File: src/rtl/tick_interval_meter_pkg.sv
// Shared FSM encoding and counter limits for the tick interval meter.
package tick_interval_meter_pkg;

    typedef enum logic {
        ST_IDLE    = 1'b0,
        ST_MEASURE = 1'b1
    } state_e;

    localparam int COUNT_BITS_DEF = 16;

    // Saturation value of a COUNT_BITS-wide interval counter.
    function automatic logic [31:0] count_max(input int bits);
        return (bits >= 32) ? 32'hFFFF_FFFF : (32'd1 << bits) - 32'd1;
    endfunction

endpackage

File: src/rtl/tick_interval_meter_sync_edge.sv
// Two-flop synchronizer plus rising-edge detector for pulse inputs.
// prev resets high so a level already high at reset release is not an edge.
module sync_edge_detect (
    input  logic clock,
    input  logic reset,
    input  logic d_i,
    output logic rise_o
);

    logic sync1_q;
    logic sync2_q;
    logic prev_q;

    always_ff @(posedge clock) begin
        if (reset) begin
            sync1_q <= 1'b0;
            sync2_q <= 1'b0;
            prev_q  <= 1'b1;
        end else begin
            sync1_q <= d_i;
            sync2_q <= sync1_q;
            prev_q  <= sync2_q;
        end
    end

    assign rise_o = sync2_q && !prev_q;

endmodule

File: src/rtl/tick_interval_meter.sv
// Measures clocks between consecutive rising edges of tick_in and presents
// each interval (or a timeout) on a valid/ready result register.
module tick_interval_meter
    import tick_interval_meter_pkg::*;
#(
    parameter int COUNT_BITS = COUNT_BITS_DEF
) (
    input  logic                  clock,
    input  logic                  reset,
    input  logic                  enable,
    input  logic                  tick_in,
    output logic [COUNT_BITS-1:0] period,
    output logic                  period_timeout,
    output logic                  period_overrun,
    output logic                  period_valid,
    input  logic                  period_ready
);

    localparam logic [COUNT_BITS-1:0] CNT_MAX = COUNT_BITS'(count_max(COUNT_BITS));
    localparam logic [COUNT_BITS-1:0] CNT_ONE = COUNT_BITS'(1);

    logic tick_rise;

    state_e                state_q, state_d;
    logic [COUNT_BITS-1:0] count_q, count_d;

    logic                  res_vld;
    logic                  res_to;

    logic [COUNT_BITS-1:0] period_q, period_d;
    logic                  timeout_q, timeout_d;
    logic                  overrun_q, overrun_d;
    logic                  valid_q, valid_d;

    sync_edge_detect u_sync_edge (
        .clock  (clock),
        .reset  (reset),
        .d_i    (tick_in),
        .rise_o (tick_rise)
    );

    always_ff @(posedge clock) begin
        if (reset) begin
            state_q   <= ST_IDLE;
            count_q   <= '0;
            period_q  <= '0;
            timeout_q <= 1'b0;
            overrun_q <= 1'b0;
            valid_q   <= 1'b0;
        end else begin
            state_q   <= state_d;
            count_q   <= count_d;
            period_q  <= period_d;
            timeout_q <= timeout_d;
            overrun_q <= overrun_d;
            valid_q   <= valid_d;
        end
    end

    // An edge always wins over saturation, so a max-length interval that
    // ends exactly on time is reported as a normal result.
    always_comb begin
        state_d = state_q;
        count_d = count_q;
        res_vld = 1'b0;
        res_to  = 1'b0;
        if (!enable) begin
            state_d = ST_IDLE;
            count_d = '0;
        end else begin
            case (state_q)
                ST_IDLE: begin
                    if (tick_rise) begin
                        count_d = CNT_ONE;
                        state_d = ST_MEASURE;
                    end
                end
                ST_MEASURE: begin
                    if (tick_rise) begin
                        res_vld = 1'b1;
                        count_d = CNT_ONE;
                    end else if (count_q == CNT_MAX) begin
                        res_vld = 1'b1;
                        res_to  = 1'b1;
                        count_d = '0;
                        state_d = ST_IDLE;
                    end else begin
                        count_d = count_q + CNT_ONE;
                    end
                end
                default: begin
                    state_d = ST_IDLE;
                    count_d = '0;
                end
            endcase
        end
    end

    // The result value is the count at the instant of the edge (or CNT_MAX
    // on timeout, which is the same register value).
    always_comb begin
        period_d  = period_q;
        timeout_d = timeout_q;
        overrun_d = overrun_q;
        valid_d   = valid_q;
        if (res_vld) begin
            period_d  = count_q;
            timeout_d = res_to;
            overrun_d = valid_q && !period_ready;
            valid_d   = 1'b1;
        end else if (valid_q && period_ready) begin
            valid_d = 1'b0;
        end
    end

    assign period         = period_q;
    assign period_timeout = timeout_q;
    assign period_overrun = overrun_q;
    assign period_valid   = valid_q;

endmodule

File: config.mk
export PLATFORM = sky130hd
export DESIGN_NAME = tick_interval_meter
export DESIGN_NICKNAME = d
export VERILOG_FILES = /design/src/rtl/tick_interval_meter_pkg.sv /design/src/rtl/tick_interval_meter_sync_edge.sv /design/src/rtl/tick_interval_meter.sv
export SDC_FILE = /design/constraint.sdc
export NUM_CORES = 1
export LEC_CHECK = 0
export ABC_AREA = 1
export BUFFER_PORTS_ARGS = -buffer_cell sky130_fd_sc_hd__buf_2
export CAP_MARGIN = 20
export CORE_MARGIN = 2
export CORE_UTILIZATION = 55
export DETAILED_ROUTE_END_ITERATION = 7
export GPL_ROUTABILITY_DRIVEN = 0
export PLACE_DENSITY = 0.83
export RECOVER_POWER = 25
export SETUP_SLACK_MARGIN = 0.05
export SYNTH_ARGS = -nofsm -noshare
export SYNTH_HDL_FRONTEND = slang
export SYNTH_SLANG_ARGS = --single-unit
File: constraint.sdc
create_clock -name clock -period 2.5 [get_ports clock]
set_clock_uncertainty 0.05 [all_clocks]
set_input_delay 0.25 -clock clock [delete_from_list [all_inputs] [get_ports clock]]
set_output_delay 0.25 -clock clock [all_outputs]
set_load 0.03 [all_outputs]
[Word-level counts from Yosys, hierarchy flattened]
Index checks and enable logic that the tools add are counted.
Operators by class
  add/sub/neg operators: 1
  eq/ne operators: 2
  mux-type cells: 17
  bitwise gates (word level): 2
  reductions and logical operators: 7
Operator list (number)
  $mux W16: 3
  $pmux W16 S2: 1
  $add A16 B1 Y16 const B: 1
  $eq A16 B16 Y1 const B: 1
  $mux W1: 12
  $logic_and A1 B1 Y1: 3
  $logic_not A1 Y1: 2
  $ne A2 B2 Y1 const B: 1
  $not A1 Y1: 2
  $pmux W1 S2: 1
  $reduce_bool A2 Y1: 1
  $reduce_or A2 Y1: 1
Word-level totals
  bits in registers: 39
  input port bits: 5
  output and inout port bits: 19
  word-level logic and storage cells: 38

[Depth between registers and ports, before layout]
Gate-level depths: netlist of run 1.
  word-level depth: 6
  depth in mapped cells: 12
  mapped depth without buffers: 10

[Modules after synthesis]
A second synthesis of run 1 with hierarchy kept.
Unflattened totals
  cell total of the unflattened synthesis: 278
  area total of the unflattened synthesis: 1906.8 um2
Modules (own cells, without submodules)
  tick_interval_meter: times used 1, cells each 267, area an instance 1816.7 um2
  sync_edge_detect: times used 1, cells each 11, area an instance 90.1 um2

[Least setup slack after synthesis of run 1]
OpenSTA, ideal clock, no wires.
  path type: register -> register
  start: register count_q[0]
  end: register overrun_q, in the netlist period_overrun
  library setup time: 0.113 ns
  data arrival time: 1.517 ns
  required time: 2.337 ns
  path slack: 0.820 ns
  stages on the path, launching flop included: 13
  path buffers: 2
  clock period less this slack: 1.680 ns
  cell sequence: dfxtp_1 > ha_1 > nand2_2 > nor2_2 > nand2_2 > nor2_4 > nor2_4 > nor2_4 > buf_6 > buf_6 > nand2_1 > nand2_1 > nor2_1
Between the ends
  word-level cells in the longest chain between the ends: 5
Ends and longest elaborated chain
  start: declaration: line tick_interval_meter.sv:25  | logic [COUNT_BITS-1:0] count_q, count_d;
  start signal: assignment: line tick_interval_meter.sv:52  | count_q <= count_d;
  $eq A16 B16 Y1: line tick_interval_meter.sv:82  | end else if (count_q == CNT_MAX) begin
  $mux W1: line tick_interval_meter.sv:82
  $mux W1: line tick_interval_meter.sv:79  | if (tick_rise) begin
  $mux W1: line tick_interval_meter.sv:71  | case (state_q)
  $mux W1: line tick_interval_meter.sv:67  | if (!enable) begin
  end signal: assignment: line tick_interval_meter.sv:55  | overrun_q <= overrun_d;
  end: declaration: line tick_interval_meter.sv:32  | logic overrun_q, overrun_d;
Every way passes these cells.
A chain may end at the register's enable or synchronous reset.

[Worst setup path in the final report of run 1]
Ends and elaborated chain as after synthesis.

==> results.md, run 1 <==
- Outcome: finished clean
- Via density: 5.124
- Fraction of layout cells with a size suffix above 1: 0.1115
- Final layout net count: 292
- Placed inst area: 1944 µm²
- Delay-heaviest family, CP: simple AND/OR/NAND/NOR gates
- Register area: 780.7 µm²
- RSZ-0062 raised after global routing: false
- Most used cell, CP: nor2_4
- Gate Count Post-Synth: 263
- Predominant post-synthesis flop cell: dfxtp_1
- Initial antenna violation count: 0
- Clk_lat worst skew: 360 ps
- Most frequent cells in the layout: 56 x nor2_1, 53 x nand2_1, 39 x dfxtp_1
- Post-route ant nets: 0
- Layout Area Growth over Synthesis: 10.57%
- Synth Area in Adders: 0.006911
- Worst hold slack: 42.49 ps
- Fill count: 315
- Syn_area_per_cell: 6.884 µm²
- Initial DRC count: 98
- Main combinational cell family by area after synthesis: simple AND/OR/NAND/NOR gates
- GRT Total Usage: 0.2443
- Core Util, Final: 0.6452
- Clk sinks: 39
- Post-synthesis mux area share: 0
- CTS root buffer: clkbuf_4
- Total wire length: 3.839 mm
- Setup bufs post-CTS: 0
- Ports: 24
- Hold-fix buffers at CTS: 0
- Worst-path fanout max: 11
- Detail Placement HPWL: 2.755 mm
- Max-slew violations: 0
- Type of the worst setup path: flip-flop to flip-flop
- First-pass GRT wire length: 6.706 mm
- Worst-margin pin slew: 530.2 ps
- Number of diodes: 0
- Worst path max stage delay: 420 ps
- Rel. slew slack: 0.6452
- Synth async-reset ratio: 0
- Vias: 1696
- Largest net degree at the start of global routing: 20
- Std-Cell Rows: 20
- Vias in the first global route: 1496
- Sequential-to-total area share from yosys stat: 0.4312
- Setup_tns: 0 ps
- # setup viols final: 0
- Synth Area in Compound Gates: 0.1196
- Xor/xnor share of the synthesized area: 0.009675
- WL per Instance: 11.60 µm
- Bufs on Longest Clock Path: 2
- # H-tree levels: 2
- Unique cell type count in the Yosys netlist: 29
- Simple-gate portion of the synthesized area: 0.3462
- Worst path buffer plus inverter count: 1
- Crit share post-route: 0.7808
- CTS tree: yes
- Syn Nets: 269
- Clock-pin slew on the worst setup and hold paths: 110 ps
- Die area: 3767 µm²
- Synth Cell Area: 1810 µm²
- Area of the multi-input gates: 873.3 µm²
- Remaining global-route overflow: 0
- EDFF count, synth: 0
- TritonRoute pass-1 iters: 4
- Core Area: 3103 µm²
- CP Data Arrival Time: 2160 ps
- Flops & latches, synth: 39
- Initial Util: 0.5835
- CTS Buf Count: 5
- P per Cell Area: 516.7 nW/µm²
- Post-CTS Resized: 0
- Worst setup SP type: flip-flop
- CP max-delay cell: dfxtp_1
- VDD IR-drop max: 0.4796 mV
- Fmax: 512.3 MHz
- Max Cap Viol: 0
- Most common cell after layout, fill and taps aside: nor2_1
- Final hold violations: 0
- Die X: 61.38 µm
- Cell chain of the critical path: ha_1 > nand2_2 > nor2_2 > nand2_2 > nor2_4 > nor2_4 > nor2_4 > buf_4 > nand2_1 > nand2_1 > nor2_1
- Final Cell Area: 2002 µm²
- Required time of the critical path: 2710 ps
- Hold Crit Class: primary input to flip-flop
- Leakage: 0.0008167 µW
- Die Height: 61.38 µm
- IO Port Bufs: 23
- Final min period: 1952 ps
- Crit end category: flip-flop
- Warnings from Yosys: 0
- Residual DRC count: 0
-- worst paths after layout --
check,from,endpoint,slack (ps),cells after the start
setup / recovery,count_q[0]$_SDFFE_PP0P_,period_overrun$_SDFFE_PP0P_,550,11
hold / removal,tick_in,u_sync_edge.sync1_q$_SDFF_PP0_,40,3
setup reg to reg,count_q[0]$_SDFFE_PP0P_,period_overrun$_SDFFE_PP0P_,550,11
hold reg to reg,u_sync_edge.sync1_q$_SDFF_PP0_,u_sync_edge.sync2_q$_SDFF_PP0_,370,2
-- cells by family after synthesis --
kind of cell	Yosys count
simple gates	144
compound gates	41
flops	39
buf+inv	36
xor+xnor	2
fa+ha+maj	1
-- worst reg2reg max path: cells and delay by family, from the launching register on --
family	cells	cell delay (ps)
and+or+nand+nor	9	920
adders and majority gates	1	240
buffers and inverters	1	220
DFF	1	420
-- power breakdown --
group / switching (µW) / internal, µW
Clock: 216 / 164
Sequential: 1.33 / 624
Combinational: 21.1 / 7.49
-- final cells by class --
class                   instances  area share
multi-input cells             188      0.4363
flip-flops and latches         39      0.3900
repair buffers                 26     0.06125
inverters                      26     0.04875
clock buffers                   7     0.03250
well taps                      44     0.02750
clock inverters                 1    0.003750
-- per-layer routing --
metal	track usage	share of wire	vias to the layer above
li1	-	-	888
met4	0.1277	0.019	0
met1	0.3368	0.49	758
met5	0	0	-
met2	0.3647	0.45	42
met3	0.04622	0.046	8
-- registers in the layout, indices dropped and copies added (netlist names) --
name and count:
period_timeout 1, state_q 1, u_sync_edge.sync2_q 1, u_sync_edge.prev_q 1, count_q 16, period_valid 1
period_overrun 1, period 16, u_sync_edge.sync1_q 1
-- metrics by stage --
stage / setup WS (ps) / total power, µW / instances
after CTS: 541.7 / 1039 / 331
after detailed placement: 583.4 / 668.6 / 323
after global placement: 653.4 / 668.1 / 323
final: 547.9 / 1034 / 331
after floorplan: 819.6 / 658.1 / 263
after global routing: 361.1 / 1071 / 331
-- Yosys cell counts, types with 2 or more instances --
library cell | instances | share of area
nand3_1 | 12 | 0.033
o21ai_1 | 7 | 0.019
a21oi_1 | 16 | 0.044
inv_2 | 2 | 0.0041
nand4_1 | 13 | 0.045
buf_6 | 2 | 0.012
o21bai_1 | 2 | 0.0083
nand2_2 | 3 | 0.010
nor2_4 | 3 | 0.019
inv_1 | 23 | 0.048
o21ai_0 | 13 | 0.036
xnor2_1 | 2 | 0.0097
clkbuf_1 | 4 | 0.0083
nor2_1 | 56 | 0.12
dfxtp_1 | 39 | 0.43
nand2_1 | 53 | 0.11
Note: power is estimated with default switching activity, not from simulation.
==> run 2, diff against run 1 <==
clock period = 1.85 ns   (was 2.5 ns; I/O delays follow)
==> results.md, run 2 (synthesis gave the netlist of run 1 again) <==
- Outcome: finished clean
- GRT Total Usage: 0.2526
- Fmax: 592.0 MHz
- Worst-margin pin slew: 679.0 ps
- Vias in the first global route: 1517
- Final layout net count: 311
- Bufs on Longest Clock Path: 2
- TritonRoute pass-1 iters: 4
- Die X: 61.38 µm
- Core Area: 3103 µm²
- R2r startpoint: count_q[1]$_SDFFE_PP0P_
- Crit end category: flip-flop
- CTS Buf Count: 5
- Residual DRC count: 0
- Number of diodes: 0
- FF-to-FF path depth: 11
- Largest net degree at the start of global routing: 20
- Cell chain of the critical path: ha_4 > nand2_2 > nor2_2 > nand2_2 > nor2_4 > nor2_4 > nor2_4 > buf_4 > buf_6 > o21ai_1 > nor2_1
- Final min period: 1689 ps
- Worst path buffer plus inverter count: 2
- IO Port Bufs: 23
- Hold Crit Class: primary input to flip-flop
- Remaining global-route overflow: 0
- Worst path max stage delay: 390 ps
- Final hold violations: 0
- Reg2Reg Setup Slack: 160 ps
- Max Cap Viol: 0
- Rel. slew slack: 0.5468
- Initial DRC count: 96
- Fraction of layout cells with a size suffix above 1: 0.1765
- Layout Area Growth over Synthesis: 19.97%
- Die Height: 61.38 µm
- Leakage: 0.0009023 µW
- Most used cell, CP: nor2_4
- RSZ-0062 raised after global routing: false
- Required time of the critical path: 2100 ps
- WL per Instance: 12.13 µm
- Via density: 5.083
- Clock-pin slew on the worst setup and hold paths: 110 ps
- P per Cell Area: 606.1 nW/µm²
- Register area: 790.8 µm²
- Die area: 3767 µm²
- Initial antenna violation count: 0
- Post-route ant nets: 0
- Detail Placement HPWL: 2.869 mm
- Reg2reg end: period[15]$_SDFFE_PP0P_
- First-pass GRT wire length: 6.920 mm
- Ports: 24
- Vias: 1779
- Max-slew violations: 0
- Worst hold slack: 51.89 ps
- Type of the worst setup path: flip-flop to flip-flop
- Clk sinks: 39
- Worst setup SP type: flip-flop
- CTS root buffer: clkbuf_4
- Area of the multi-input gates: 890.9 µm²
- Hold path cells: 4
- CP max-delay cell: dfxtp_4
- Worst path depth: 11
- Setup_tns: 0 ps
- Initial Util: 0.5835
- Most frequent cells in the layout: 54 x nor2_1, 53 x nand2_1, 33 x dfxtp_1
- Hold path start: period_ready
- VDD IR-drop max: 0.4694 mV
- Most common cell after layout, fill and taps aside: nor2_1
- Worst-path fanout max: 9
- Fill count: 277
- # setup viols final: 0
- Delay-heaviest family, CP: simple AND/OR/NAND/NOR gates
- Total wire length: 4.244 mm
- Crit share post-route: 0.9131
- Std-Cell Rows: 20
- CTS tree: yes
- Clk_lat worst skew: 350 ps
- CP Data Arrival Time: 1940 ps
- WHS Endpoint: period_valid$_SDFFE_PP0P_
- # H-tree levels: 2
-- run 2: routing by layer --
metal	track usage	wire [µm]	up-vias
met4	0.1094	72	0
met2	0.3602	2010	43
li1	-	-	928
met3	0.05042	206	7
met1	0.3715	1953	801
met5	0	0	-
-- run 2: layout make-up --
cell class,instances,share of cell area
multi-input cells,188,0.4101
clock buffers,6,0.01901
repair buffers,45,0.1296
inverters,26,0.04608
flip-flops and latches,39,0.3641
well taps,44,0.02535
clock inverters,2,0.005760
-- run 2: repair_timing --
item                                    in CTS  in global routing
buffers inserted                             0                  4
gates resized for setup                      0                 17
hold endpoints to repair                     3                  0
endpoints found under the setup margin       0                 35
hold buffers                                 3                  0
-- run 2: through the flow --
step / utilization / area [µm²] / std cells / setup slack (ps) / total power [µW]
floorplan: - / 1810 / 263 / 169.6 / 889.4
global placement: 0.6532 / 2027 / 334 / 162.4 / 903.2
detailed placement: 0.6532 / 2027 / 334 / 66.08 / 904.3
CTS: 0.6802 / 2111 / 345 / 50.31 / 1324
global route: 0.7000 / 2172 / 350 / 49.88 / 1370
finish: 0.7000 / 2172 / 350 / 160.7 / 1316
-- run 2: where the power goes --
part	internal, µW	total (µW)	switching, µW
clock network	147	426	279
logic	15.3	46.4	31.2
registers	842	844	1.69
total	1000	1320	312
-- run 2: worst reg2reg max path, stage by stage (launching register included) --
cell and delay [ps]:
dfxtp_4 390, ha_4 140, nand2_2 60, nor2_2 110, nand2_2 80, nor2_4 120
nor2_4 80, nor2_4 210, buf_4 140, buf_6 100, o21ai_1 60, nor2_1 100
-- run 2: worst max path at each step --
stage / end / slack (ps) / startpoint
6_report: period[15]$_SDFFE_PP0P_ / 160 / count_q[1]$_SDFFE_PP0P_
5_1_grt: period[15]$_SDFFE_PP0P_ / 50 / count_q[1]$_SDFFE_PP0P_
4_1_cts: period[3]$_SDFFE_PP0P_ / 50 / count_q[1]$_SDFFE_PP0P_
3_5_place_dp: period[14]$_SDFFE_PP0P_ / 70 / count_q[1]$_SDFFE_PP0P_
3_3_place_gp: count_q[13]$_SDFFE_PP0P_ / 160 / u_sync_edge.sync2_q$_SDFF_PP0_
2_1_floorplan: period_overrun$_SDFFE_PP0P_ / 170 / count_q[0]$_SDFFE_PP0P_
==> run 3, diff against run 2 <==
==> constraint.sdc (replaced) <==
create_clock -name clock -period 1.85 [get_ports clock]
set_clock_uncertainty 0.05 [all_clocks]
set_input_delay 0.37 -clock clock [delete_from_list [all_inputs] [get_ports clock]]
set_output_delay 0.37 -clock clock [all_outputs]
set_load 0.03 [all_outputs]
==> results.md, run 3 (synthesis gave the netlist of run 1 again) <==
- Most frequent cells in the layout: 54 x nor2_1, 53 x nand2_1, 33 x dfxtp_1
- Delay-heaviest family, CP: simple AND/OR/NAND/NOR gates
- Worst path max stage delay: 390 ps
- Ports: 24
- # H-tree levels: 2
- Remaining global-route overflow: 0
- Max-slew violations: 0
- Final setup margin: 159.4 ps
- Via density: 5.121
- Post-route ant nets: 0
- GRT Total Usage: 0.2483
- Std-Cell Rows: 20
- CP Data Arrival Time: 1940 ps
- Vias: 1777
- # setup viols final: 0
- Fraction of layout cells with a size suffix above 1: 0.1848
- Initial antenna violation count: 0
- Power, Total: 1308 µW
- Residual DRC count: 0
- Number of diodes: 0
- Place WS: 66.08 ps
- Area of the multi-input gates: 890.9 µm²
- CTS Buf Count: 5
- Fill count: 283
- Hold path cells: 3
- Core Area: 3103 µm²
- Worst path depth: 11
- Initial DRC count: 97
- Die Height: 61.38 µm
- Die X: 61.38 µm
- First-pass GRT wire length: 6.810 mm
- Rel. slew slack: 0.5419
- Max Cap Viol: 0
- Worst path buffer plus inverter count: 2
- Clk_lat worst skew: 350 ps
- Final hold violations: 0
- Largest net degree at the start of global routing: 20
- Die area: 3767 µm²
- CTS tree: yes
- Vias in the first global route: 1494
- Fmax: 591.5 MHz
- Layout Area Growth over Synthesis: 18.45%
- Final layout net count: 308
- Setup_tns: 0 ps
- Worst-path fanout max: 9
- VDD IR-drop max: 0.4683 mV
- Clock-pin slew on the worst setup and hold paths: 110 ps
- Detail Placement HPWL: 2.869 mm
- Hold Crit Class: primary input to flip-flop
- P per Cell Area: 610.1 nW/µm²
- Hold-fix buffers at CTS: 0
- Final Cell Area: 2145 µm²
- Worst setup SP type: flip-flop
- Total wire length: 4.210 mm
- FF-to-FF path depth: 11
- IO Port Bufs: 23
- Bufs on Longest Clock Path: 2
- WL per Instance: 12.13 µm
- Outcome: finished clean
- Required time of the critical path: 2090 ps
- Initial Util: 0.5835
- Most common cell after layout, fill and taps aside: nor2_1
- Crit end category: flip-flop
- Worst-margin pin slew: 686.4 ps
- TritonRoute pass-1 iters: 4
- Cell chain of the critical path: ha_4 > nand2_2 > nor2_2 > nand2_2 > nor2_4 > nor2_4 > nor2_4 > buf_4 > buf_6 > o21ai_1 > nor2_1
- CP max-delay cell: dfxtp_4
- Most used cell, CP: nor2_4
- Clk sinks: 39
- Crit share post-route: 0.9138
- Type of the worst setup path: flip-flop to flip-flop
- Placed inst area: 2027 µm²
- Leakage: 0.0008972 µW
- Register area: 790.8 µm²
- CTS root buffer: clkbuf_4
- Core Util, Final: 0.6911
- RSZ-0062 raised after global routing: false
- Final min period: 1691 ps
run 3: final timing paths:
check	startpoint	to	slack, ps
setup / recovery	count_q[1]$_SDFFE_PP0P_	period[15]$_SDFFE_PP0P_	160
hold / removal	tick_in	u_sync_edge.sync1_q$_SDFF_PP0_	170
hold reg to reg	u_sync_edge.sync1_q$_SDFF_PP0_	u_sync_edge.sync2_q$_SDFF_PP0_	370
setup reg to reg	count_q[1]$_SDFFE_PP0P_	period[15]$_SDFFE_PP0P_	160
run 3: repair_timing:
action / 4_1_cts / 5_1_grt
buffers inserted: 0 / 4
endpoints found under the hold margin: 0 / 0
resized for setup: 0 / 17
endpoints found under the setup margin: 0 / 35
run 3: worst reg2reg max path, delay by kind of cell (launching register included):
| family | cells | cell delay (ps) |
|---|---|---|
| AOI/OAI and AO/OA | 1 | 60 |
| buffers and inverters | 2 | 240 |
| DFF | 1 | 390 |
| and+or+nand+nor | 7 | 750 |
| adders and majority gates | 1 | 140 |
run 3: area by class of cell:
| class | instances | area share |
|---|---|---|
| well taps | 44 | 0.02567 |
| repair buffers | 42 | 0.1184 |
| multi-input cells | 188 | 0.4154 |
| inverters | 26 | 0.04667 |
| clock inverters | 2 | 0.005834 |
| flip-flops and latches | 39 | 0.3687 |
| clock buffers | 6 | 0.01925 |
run 3: power breakdown:
part / switching (µW) / total, µW / internal [µW]
Sequential: 1.67 / 844 / 842
Clock: 277 / 423 / 147
Combinational: 30.0 / 41.1 / 11.1
Total: 308 / 1310 / 1000
run 3: routing by layer:
metal / global-route usage / vias up / part of all wire
met1: 0.3676 / 792 / 0.47
met3: 0.05042 / 7 / 0.051
met2: 0.3495 / 56 / 0.47
li1: - / 922 / -
met4: 0.1094 / 0 / 0.018
met5: 0 / - / 0
run 3: per-stage QoR:
step	cells	hold slack (ps)
finish	347	168.0
detailed placement	334	357.1
floorplan	263	338.3
CTS	342	161.2
global route	347	153.2
global placement	334	352.1
